==> config.mk <==
export PLATFORM = sky130hd
export DESIGN_NAME = estagio_writeback
export DESIGN_NICKNAME = d
export VERILOG_FILES = /design/src/rtl/mips_pkg.sv /design/src/rtl/wb_load_align.sv /design/src/rtl/estagio_writeback.sv
export SDC_FILE = /design/constraint.sdc
export NUM_CORES = 1
export LEC_CHECK = 0
export CORE_MARGIN = 4
export CORE_UTILIZATION = 46
export CTS_CLUSTER_DIAMETER = 200
export DETAILED_ROUTE_END_ITERATION = 6
export PLACE_DENSITY = 0.8
export SLEW_MARGIN = 20
export SYNTH_ARGS = -nofsm -noshare
export SYNTH_HDL_FRONTEND = slang
export SYNTH_SLANG_ARGS = --single-unit
==> constraint.sdc <==
create_clock -name wb_in_clk -period 3.2 [get_ports wb_in_clk]
set_clock_uncertainty 0.2 [all_clocks]
set_input_delay 0.32 -clock wb_in_clk [delete_from_list [all_inputs] [get_ports wb_in_clk]]
set_output_delay 0.32 -clock wb_in_clk [all_outputs]
set_load 0.05 [all_outputs]
==> src/rtl/mips_pkg.sv <==
// Shared MIPS encodings and the write-back stage FSM state type.
package mips_pkg;

  localparam logic [5:0] OP_RTYPE = 6'h00;
  localparam logic [5:0] OP_JAL   = 6'h03;
  localparam logic [5:0] OP_ADDI  = 6'h08;
  localparam logic [5:0] OP_ADDIU = 6'h09;
  localparam logic [5:0] OP_SLTI  = 6'h0A;
  localparam logic [5:0] OP_SLTIU = 6'h0B;
  localparam logic [5:0] OP_ANDI  = 6'h0C;
  localparam logic [5:0] OP_ORI   = 6'h0D;
  localparam logic [5:0] OP_XORI  = 6'h0E;
  localparam logic [5:0] OP_LUI   = 6'h0F;
  localparam logic [5:0] OP_LB    = 6'h20;
  localparam logic [5:0] OP_LH    = 6'h21;
  localparam logic [5:0] OP_LW    = 6'h23;
  localparam logic [5:0] OP_LBU   = 6'h24;
  localparam logic [5:0] OP_LHU   = 6'h25;

  localparam logic [5:0] FUNCT_JR = 6'h08;
  localparam logic [4:0] REG_RA   = 5'd31;

  typedef enum logic [1:0] {
    IDLE     = 2'd0,
    WAIT_MEM = 2'd1,
    WRITE    = 2'd2
  } wb_state_t;

  function automatic logic is_load(input logic [5:0] op);
    return (op == OP_LB) || (op == OP_LH) || (op == OP_LW) ||
           (op == OP_LBU) || (op == OP_LHU);
  endfunction

  function automatic logic is_imm_alu(input logic [5:0] op);
    return (op >= OP_ADDI) && (op <= OP_LUI);
  endfunction

endpackage

==> src/rtl/wb_load_align.sv <==
// Big-endian sub-word load alignment with sign/zero extension and misalignment detect.
module wb_load_align
  import mips_pkg::*;
#(
  parameter int DATA_W = 32
) (
  input  logic [5:0]        op,
  input  logic [1:0]        off,
  input  logic [DATA_W-1:0] rdata,
  output logic [DATA_W-1:0] data,
  output logic              misaligned
);

  function automatic logic [DATA_W-1:0] sext8(input logic signed [7:0] b);
    return {{(DATA_W-8){b[7]}}, b};
  endfunction

  function automatic logic [DATA_W-1:0] sext16(input logic signed [15:0] h);
    return {{(DATA_W-16){h[15]}}, h};
  endfunction

  logic [7:0]  byte_sel;
  logic [15:0] half_sel;

  // Byte 0 is the most significant lane of the word.
  always_comb begin
    byte_sel = rdata[DATA_W-1 - 8*int'(off) -: 8];
    half_sel = off[1] ? rdata[15:0] : rdata[DATA_W-1 -: 16];
  end

  always_comb begin
    data       = rdata;
    misaligned = 1'b0;
    case (op)
      OP_LW:  misaligned = (off != 2'd0);
      OP_LH:  begin data = sext16(half_sel);                 misaligned = off[0]; end
      OP_LHU: begin data = {{(DATA_W-16){1'b0}}, half_sel};  misaligned = off[0]; end
      OP_LB:  data = sext8(byte_sel);
      OP_LBU: data = {{(DATA_W-8){1'b0}}, byte_sel};
      default: data = rdata;
    endcase
  end

endmodule

==> src/rtl/estagio_writeback.sv <==
// Write-back stage: decodes destination, waits for load data, drives the register-file write port.
module estagio_writeback
  import mips_pkg::*;
#(
  parameter int DATA_W = 32,
  parameter int RET_W  = 32
) (
  input  logic              wb_in_clk,
  input  logic              wb_in_reset_n,
  input  logic              wb_in_valid,
  output logic              wb_out_ready,
  input  logic              wb_in_flush,
  input  logic [31:0]       wb_in_IR,
  input  logic [DATA_W-1:0] wb_in_alu_result,
  input  logic [DATA_W-1:0] wb_in_pc_plus4,
  input  logic [DATA_W-1:0] wb_in_mem_rdata,
  input  logic              wb_in_mem_ready,
  output logic              wb_out_w_en,
  output logic [4:0]        wb_out_rd,
  output logic [DATA_W-1:0] wb_out_data,
  output logic [31:0]       wb_out_IR_W,
  output logic              wb_out_addr_err,
  output logic [RET_W-1:0]  wb_out_retired
);

  wb_state_t         state_q;
  logic              accept;
  logic [5:0]        in_op;
  logic              dec_writes;
  logic [4:0]        dec_dest;
  logic [DATA_W-1:0] dec_data;

  logic [31:0]       ir_p0;
  logic [1:0]        off_p0;
  logic [DATA_W-1:0] ld_data;
  logic              ld_misaligned;

  logic              w_en_p1;
  logic [4:0]        rd_p1;
  logic [DATA_W-1:0] data_p1;
  logic [31:0]       ir_p1;
  logic              addr_err_p1;
  logic [RET_W-1:0]  retired_q;

  assign wb_out_ready = (state_q == IDLE) || (state_q == WRITE);
  assign accept       = wb_in_valid && wb_out_ready;
  assign in_op        = wb_in_IR[31:26];

  // Destination/data decode for instructions that complete without memory.
  always_comb begin
    dec_writes = 1'b0;
    dec_dest   = wb_in_IR[15:11];
    dec_data   = wb_in_alu_result;
    if (in_op == OP_RTYPE) begin
      dec_writes = (wb_in_IR[5:0] != FUNCT_JR);
    end else if (is_imm_alu(in_op)) begin
      dec_writes = 1'b1;
      dec_dest   = wb_in_IR[20:16];
    end else if (in_op == OP_JAL) begin
      dec_writes = 1'b1;
      dec_dest   = REG_RA;
      dec_data   = wb_in_pc_plus4 + DATA_W'(4);
    end
  end

  wb_load_align #(.DATA_W(DATA_W)) u_align (
    .op         (ir_p0[31:26]),
    .off        (off_p0),
    .rdata      (wb_in_mem_rdata),
    .data       (ld_data),
    .misaligned (ld_misaligned)
  );

  // p0: instruction held while the load is outstanding
  always_ff @(posedge wb_in_clk) begin
    if (accept && !wb_in_flush) begin
      ir_p0  <= wb_in_IR;
      off_p0 <= wb_in_alu_result[1:0];
    end
  end

  // p1: registered write port, live only in the WRITE cycle
  always_ff @(posedge wb_in_clk or negedge wb_in_reset_n) begin
    if (!wb_in_reset_n) begin
      state_q     <= IDLE;
      w_en_p1     <= 1'b0;
      rd_p1       <= '0;
      data_p1     <= '0;
      ir_p1       <= '0;
      addr_err_p1 <= 1'b0;
      retired_q   <= '0;
    end else begin
      w_en_p1     <= 1'b0;
      addr_err_p1 <= 1'b0;
      if (wb_in_flush) begin
        state_q <= IDLE;
      end else begin
        case (state_q)
          IDLE, WRITE: begin
            if (accept && is_load(in_op)) begin
              state_q <= WAIT_MEM;
            end else if (accept) begin
              state_q   <= WRITE;
              w_en_p1   <= dec_writes && (dec_dest != 5'd0);
              rd_p1     <= dec_dest;
              data_p1   <= dec_data;
              ir_p1     <= wb_in_IR;
              retired_q <= retired_q + RET_W'(1);
            end else begin
              state_q <= IDLE;
            end
          end
          WAIT_MEM: begin
            if (wb_in_mem_ready) begin
              state_q     <= WRITE;
              w_en_p1     <= !ld_misaligned && (ir_p0[20:16] != 5'd0);
              addr_err_p1 <= ld_misaligned;
              rd_p1       <= ir_p0[20:16];
              data_p1     <= ld_data;
              ir_p1       <= ir_p0;
              retired_q   <= retired_q + RET_W'(1);
            end
          end
          default: state_q <= IDLE;
        endcase
      end
    end
  end

  assign wb_out_w_en     = w_en_p1;
  assign wb_out_rd       = rd_p1;
  assign wb_out_data     = data_p1;
  assign wb_out_IR_W     = ir_p1;
  assign wb_out_addr_err = addr_err_p1;
  assign wb_out_retired  = retired_q;

endmodule

# After elaboration in Yosys (flattened, before gate mapping)
# Cells that the tools add are included.
[op_classes]
add_sub_neg = 3
n_mux = 41
n_shift = 1
eq_ne = 18
n_bitwise = 1
n_reduce_logical = 22
magnitude_cmp = 2
[ops]
columns = ["op", "count"]
rows = [
  ["$mux W32", 12],
  ["$pmux W32 S2", 3],
  ["$pmux W32 S4", 1],
  ["$eq A6 B6 Y1 const B", 10],
  ["$shiftx A39 B32 Y8", 1],
  ["$add A32 B1 Y32 const B", 1],
  ["$add A32 B3 Y32 const B", 1],
  ["$mux W5", 6],
  ["$mux W16", 1],
  ["$mux W1", 10],
  ["$pmux W5 S2", 1],
  ["$reduce_bool A5 Y1", 2],
  ["$mux W2", 4],
  ["$eq A6 B2 Y1 const B", 1],
  ["$ge A6 B4 Y1 const B", 1],
  ["$le A6 B4 Y1 const B", 1],
  ["$logic_and A1 B1 Y1", 6],
  ["$logic_not A6 Y1", 1],
  ["$ne A2 B2 Y1 const B", 3],
  ["$ne A6 B4 Y1 const B", 1],
  ["$sub A5 B5 Y6 const A", 1],
  ["$logic_or A1 B1 Y1", 5],
  ["$reduce_and A5 Y1", 1],
  ["$pmux W1 S2", 2],
  ["9 further kinds", 12],
]
[totals]
out_inout_bits = 104
reg_bits = 139
elab_cells = 97
in_bits = 133

# Logic depth before layout (Yosys ltp)
[logic_depth]
ltp_word = 10
ltp_mapped = 10
depth_no_buf = 7

# Hierarchy
# A second synthesis with hierarchy kept.
[hier_totals]
cells_unflattened = 845
hier_area_um2 = 7885.1
[by_module_without_submodules]
columns = ["mod", "area_each_um2", "n_inst", "seq_area_each_um2", "cells_per_inst"]
rows = [
  ["estagio_writeback", 7023.0, 1, 3648.5, 724],
  ["wb_load_align", 862.1, 1, 0.0, 121],
]

# Least setup slack after synthesis
# OpenSTA, ideal clock, no wires.
[synth_timing]
path_kind = "register to register"
start = "register state_q[0]"
end = "register data_p1[30] (netlist: wb_out_data[30])"
arrival_ps = 2100
path_buffers = 1
stages_incl_launch_ff = 8
setup_ps = 147
setup_slack_ps = 753
required_time_ps = 2853
synth_period_minus_slack_ps = 2447
cell_sequence = "dfrtp_1 nor2b_1 nand2b_1 inv_1 nand2b_1 nor2_1 clkbuf_1 a221oi_1"
[synth_between]
elab_chain_cells = 6
elab_cells_between_ends = 13
cone_classes = "eq/ne (5); mux (1); reduce/logical (7)"
[synth_rtl]
columns = ["element", "line", "rtl"]
rows = [
  ["start, declared", "estagio_writeback.sv:26", "wb_state_t state_q;"],
  ["start signal, assigned", "estagio_writeback.sv:85", "state_q <= IDLE;"],
  ["start signal, assigned", "estagio_writeback.sv:96", "state_q <= IDLE;"],
  ["start signal, assigned", "estagio_writeback.sv:101", "state_q <= WAIT_MEM;"],
  ["$eq A2 B2 Y1 / $logic_not A2 Y1 (equally long branches)", "estagio_writeback.sv:45, estagio_writeback.sv:98", ""],
  ["$logic_or A1 B1 Y1", "estagio_writeback.sv:45", "assign wb_out_ready = (state_q == IDLE) || (state_q == WRITE);"],
  ["$logic_and A1 B1 Y1", "estagio_writeback.sv:46", "assign accept = wb_in_valid && wb_out_ready;"],
  ["$logic_and A1 B1 Y1", "estagio_writeback.sv:100", "if (accept && is_load(in_op)) begin"],
  ["$ne A2 B2 Y1 (no source line)", "--", ""],
  ["$reduce_and A5 Y1 (no source line)", "--", ""],
  ["end signal, assigned", "estagio_writeback.sv:106", "data_p1 <= dec_data;"],
  ["end signal, assigned", "estagio_writeback.sv:119", "data_p1 <= ld_data;"],
  ["end, declared", "estagio_writeback.sv:40", "logic [DATA_W-1:0] data_p1;"],
]
# Several ways; a longest one is shown, not always the timed one.
# A chain may end at the register's enable or synchronous reset.

# Final worst setup path
[layout_timing]
start = "register ir_p0[29]"
end = "register data_p1[27] (netlist: wb_out_data[27])"
[layout_between]
elab_chain_cells = 4
elab_cells_between_ends = 7
cone_classes = "eq/ne (4); mux (3)"
[layout_rtl]
columns = ["element", "line", "rtl"]
rows = [
  ["start, declared", "estagio_writeback.sv:33", "logic [31:0] ir_p0;"],
  ["start signal, assigned", "estagio_writeback.sv:77", "ir_p0 <= wb_in_IR;"],
  ["$eq A6 B6 Y1", "wb_load_align.sv:34", "case (op)"],
  ["$pmux W32 S4 (*)", "wb_load_align.sv:34", ""],
  ["$mux W32 (*)", "estagio_writeback.sv:114", "if (wb_in_mem_ready) begin"],
  ["$pmux W32 S2 (*)", "estagio_writeback.sv:98", "case (state_q)"],
]
# Mark *: on every way between the ends. The rest lies on a longest branch, timed or not. The select of a mux whose other input is x is not followed.

==> results.yml <==
outcome:
  status: "finished, final reports clean"
sta:
  finalSetupViolations: 0
  rsz0062_at_grt: "no"
  worst_slack_ns: 0.517
  worstMarginPinSlew_ns: 0.906
  relSlewSlack_pct: 39.4
  period_minus_slack_ns: 2.68
  fmax_ghz: 0.373
  hold_viol: 0
  slew_violations: 0
  tns_ns: 0
  period_share_pct: 83.9
yosys:
  syn-num-nets: 905
  async_flop_share_pct: 75.5
  synth_edf_count: 34
  syn-cell-area_um2: 7130
  syn_avg_cell_area_um2: 9.26
  ys_types: 51
  ys_ff_latch: 139
  synthCells: 770
  yosys_warnings: 0
  synth_seq_area_share_pct: 51.2
  synth_ff_type: "dfrtp_1"
power_and_ir_drop:
  p_comb_share_pct: 28.3
  intPower_w: 0.00388
  p_leak_nw: 4.11
  p_seq_share_pct: 36.9
  p_per_area_nw_per_um2: 564
  clkPwrFrac_pct: 34.8
  sw_frac_of_total_pct: 33.4
  p_switching_w: 0.00195
  ir_worst_vdd_mv: 0.397
critical_path:
  critPathKind: "reg2reg"
  endpoint_kind: "flop"
  r2r-start: "ir_p0[29]$_DFFE_PP_"
  cp-start-kind: "flop"
  crit_family: "simple AND/OR/NAND/NOR gates"
  cp.depth: 5
  crit_slowest_cell: "a211oi_1"
  cp_cell_sequence: "nor3b_1 > nand2b_1 > a211oi_1 > nor2_1 > a221oi_1"
  critPathMaxStageDelay_ns: 0.53
  crit_buf_inv: 0
  r2r_end: "wb_out_data[27]$_DFFE_PN0P_"
  r2r_slack_ns: 0.52
  cp.arrival_ns: 2.80
  reg2reg_depth: 5
  critical_path.max_fanout: 11
  cp.required_ns: 3.31
placement:
  routabilityCongestion: 0.906
  dpl_cell_area_um2: 9730
  place_ws_ns: 0.154
  io_buffers: 236
  dp_cells: 1169
  hpwl_um: 17100
floorplanning:
  initial_core_util_pct: 46.9
  die_area_um2: 17600
  die_h_um: 133
  die_x_um: 133
  pin_count: 237
  placementRows: 45
  core_um2: 15200
run:
  maxCapViolCount: 0
route:
  num_vias: 6895
  wl_per_cell_um: 19.3
  drc: 0
  vias_per_cell: 5.74
  drt_first_iter_violations: 520
  final_antenna_net_count: 0
  drt_wl_total_um: 23200
  drt_pre_antenna_iters: 5
clock_tree:
  path_clk_slew_ns: 0.07
  post-cts-setup-buffers: 0
  clkSinkCount: 139
  cts_max_path_buffers: 2
  clk_latency_ns: 0.42
  numCtsBuffers: 17
  root_buffer: "clkbuf_16"
  tritoncts: "done"
  htreeDepth: 4
min_path:
  holdPathStages: 2
  hold_end: "wb_out_data[4]$_DFFE_PN0P_"
  hp-class: "reg2reg"
  hold_start: "wb_out_data[4]$_DFFE_PN0P_"
global_routing:
  grt_use_total_pct: 26.3
  overflow: 0
  grt_pass1_wl_um: 36900
  grt_max_degree: 63
  grt_pass1_vias: 6938
  antenna_found_initial: 0
final_layout:
  areaGrowthSynthToFinish_pct: 45.2
  finalNetCount: 1136
  diodes: 0
  drive_above_1_share_pct: 6.31
  fin_area_um2: 10400
  fin_cells: 1202
-- cells in the final DEF (no fill, tap or decap), types with 6 or more instances in the layout --
cell,count
edfxtp_1,34
a21oi_1,41
a31oi_1,37
o22ai_1,13
mux2i_1,6
nand4_1,16
o211ai_1,6
nand3_1,30
nor2_1,78
nor3_1,9
a211oi_1,8
clkbuf_16,17
nand2_1,145
buf_4,19
a221o_1,8
dfrtp_1,105
inv_1,10
o21ai_0,34
xnor2_1,33
and3_1,10
xor2_1,23
a221oi_1,15
nand2b_1,6
clkdlybuf4s50_1,235
-- synthesized netlist by cell type (5+ instances only) --
cell type / number / area (µm²)
a211oi_1: 8 / 60.1
a21oi_1: 41 / 205
a221o_1: 8 / 80.1
a221oi_1: 15 / 131
a31oi_1: 37 / 231
and2_1: 5 / 31.3
and3_1: 10 / 62.6
and4_1: 5 / 43.8
buf_2: 6 / 30.0
clkbuf_1: 35 / 131
dfrtp_1: 105 / 2630
edfxtp_1: 34 / 1020
inv_1: 10 / 37.5
mux2_2: 5 / 56.3
mux2i_1: 6 / 60.1
nand2_1: 145 / 544
nand2b_1: 7 / 43.8
nand3_1: 30 / 150
nand4_1: 16 / 100
nor2_1: 78 / 293
nor2b_1: 5 / 31.3
nor3_1: 9 / 45.0
o211ai_1: 6 / 45.0
o21ai_0: 34 / 170
o22ai_1: 13 / 81.3
xnor2_1: 33 / 289
xor2_1: 23 / 201
-- state kept, by name, summed over array words and instances (netlist names) --
| signal | cells |
|---|---|
| wb_out_addr_err | 1 |
| state_q | 2 |
| off_p0 | 2 |
| wb_out_data | 32 |
| ir_p0 | 32 |
| wb_out_rd | 5 |
| wb_out_retired | 32 |
| wb_out_w_en | 1 |
| wb_out_IR_W | 32 |
-- worst reg2reg max path, delay by kind of cell (launching register included) --
family	cells	cell delay, ns
AND/OR/NAND/NOR	3	1.10
AO/OA/AOI/OAI	2	0.89
flip-flops	1	0.40
-- final cells by class --
cell class	count	area, µm²
clock inverter	13	166
fill	1228	4850
timing repair buffer	257	2540
sequential	139	3650
clock buffer	19	443
multi-input combinational	575	3270
inverter	11	41.3
tap	188	235
-- stage by stage --
stage          total power (W)  hold WS (ns)  utilization, %
3_3_place_gp           0.00381         0.223            64.0
4_1_cts                0.00586         0.278            68.1
2_1_floorplan          0.00310        -0.176               -
5_1_grt                0.00605         0.288            68.1
3_5_place_dp           0.00383         0.224            64.0
6_report               0.00584         0.286            68.1
-- what timing repair did --
item,4_1_cts,5_1_grt
hold buffers,1,0
endpoints found under the hold margin,49,0
gates resized for setup,0,0
-- power by group through the flow --
stage               combinational, W  sequential, W  clock [W]
floorplan                   0.000327        0.00278          0
global placement             0.00163        0.00218          0
detailed placement           0.00165        0.00218          0
CTS                          0.00165        0.00215    0.00205
global route                 0.00173        0.00218    0.00214
finish                       0.00165        0.00215    0.00203
-- kinds of logic after synthesis --
| group | count (synthesis) | synth area share, % |
|---|---|---|
| simple gates | 328 | 20.8 |
| compound gates | 178 | 16.1 |
| flops | 139 | 51.2 |
| xor+xnor | 56 | 6.88 |
| buf+inv | 56 | 3.05 |
| mux | 11 | 1.63 |
| fa+ha+maj | 2 | 0.351 |
-- worst max path at each step --
stage	start	endpoint	slack [ns]
floorplan	state_q[0]$_DFFE_PN0P_	wb_out_data[30]$_DFFE_PN0P_	0.75
global placement	wb_in_IR[28]	wb_out_data[26]$_DFFE_PN0P_	0.25
detailed placement	wb_in_IR[28]	wb_out_data[25]$_DFFE_PN0P_	0.15
CTS	state_q[0]$_DFFE_PN0P_	wb_out_IR_W[0]$_DFFE_PN0P_	0.52
global route	ir_p0[29]$_DFFE_PP_	wb_out_data[23]$_DFFE_PN0P_	0.32
finish	ir_p0[29]$_DFFE_PP_	wb_out_data[27]$_DFFE_PN0P_	0.52
-- routing by layer --
metal | vias up | wire, µm | GRT usage (%)
met5 | - | 0 | 0
met1 | 3290 | 9190 | 33.3
met4 | 0 | 698 | 9.93
met3 | 44 | 1950 | 6.58
met2 | 336 | 11400 | 43.8
li1 | 3225 | - | -
Note: power is estimated with default switching activity, not from simulation.
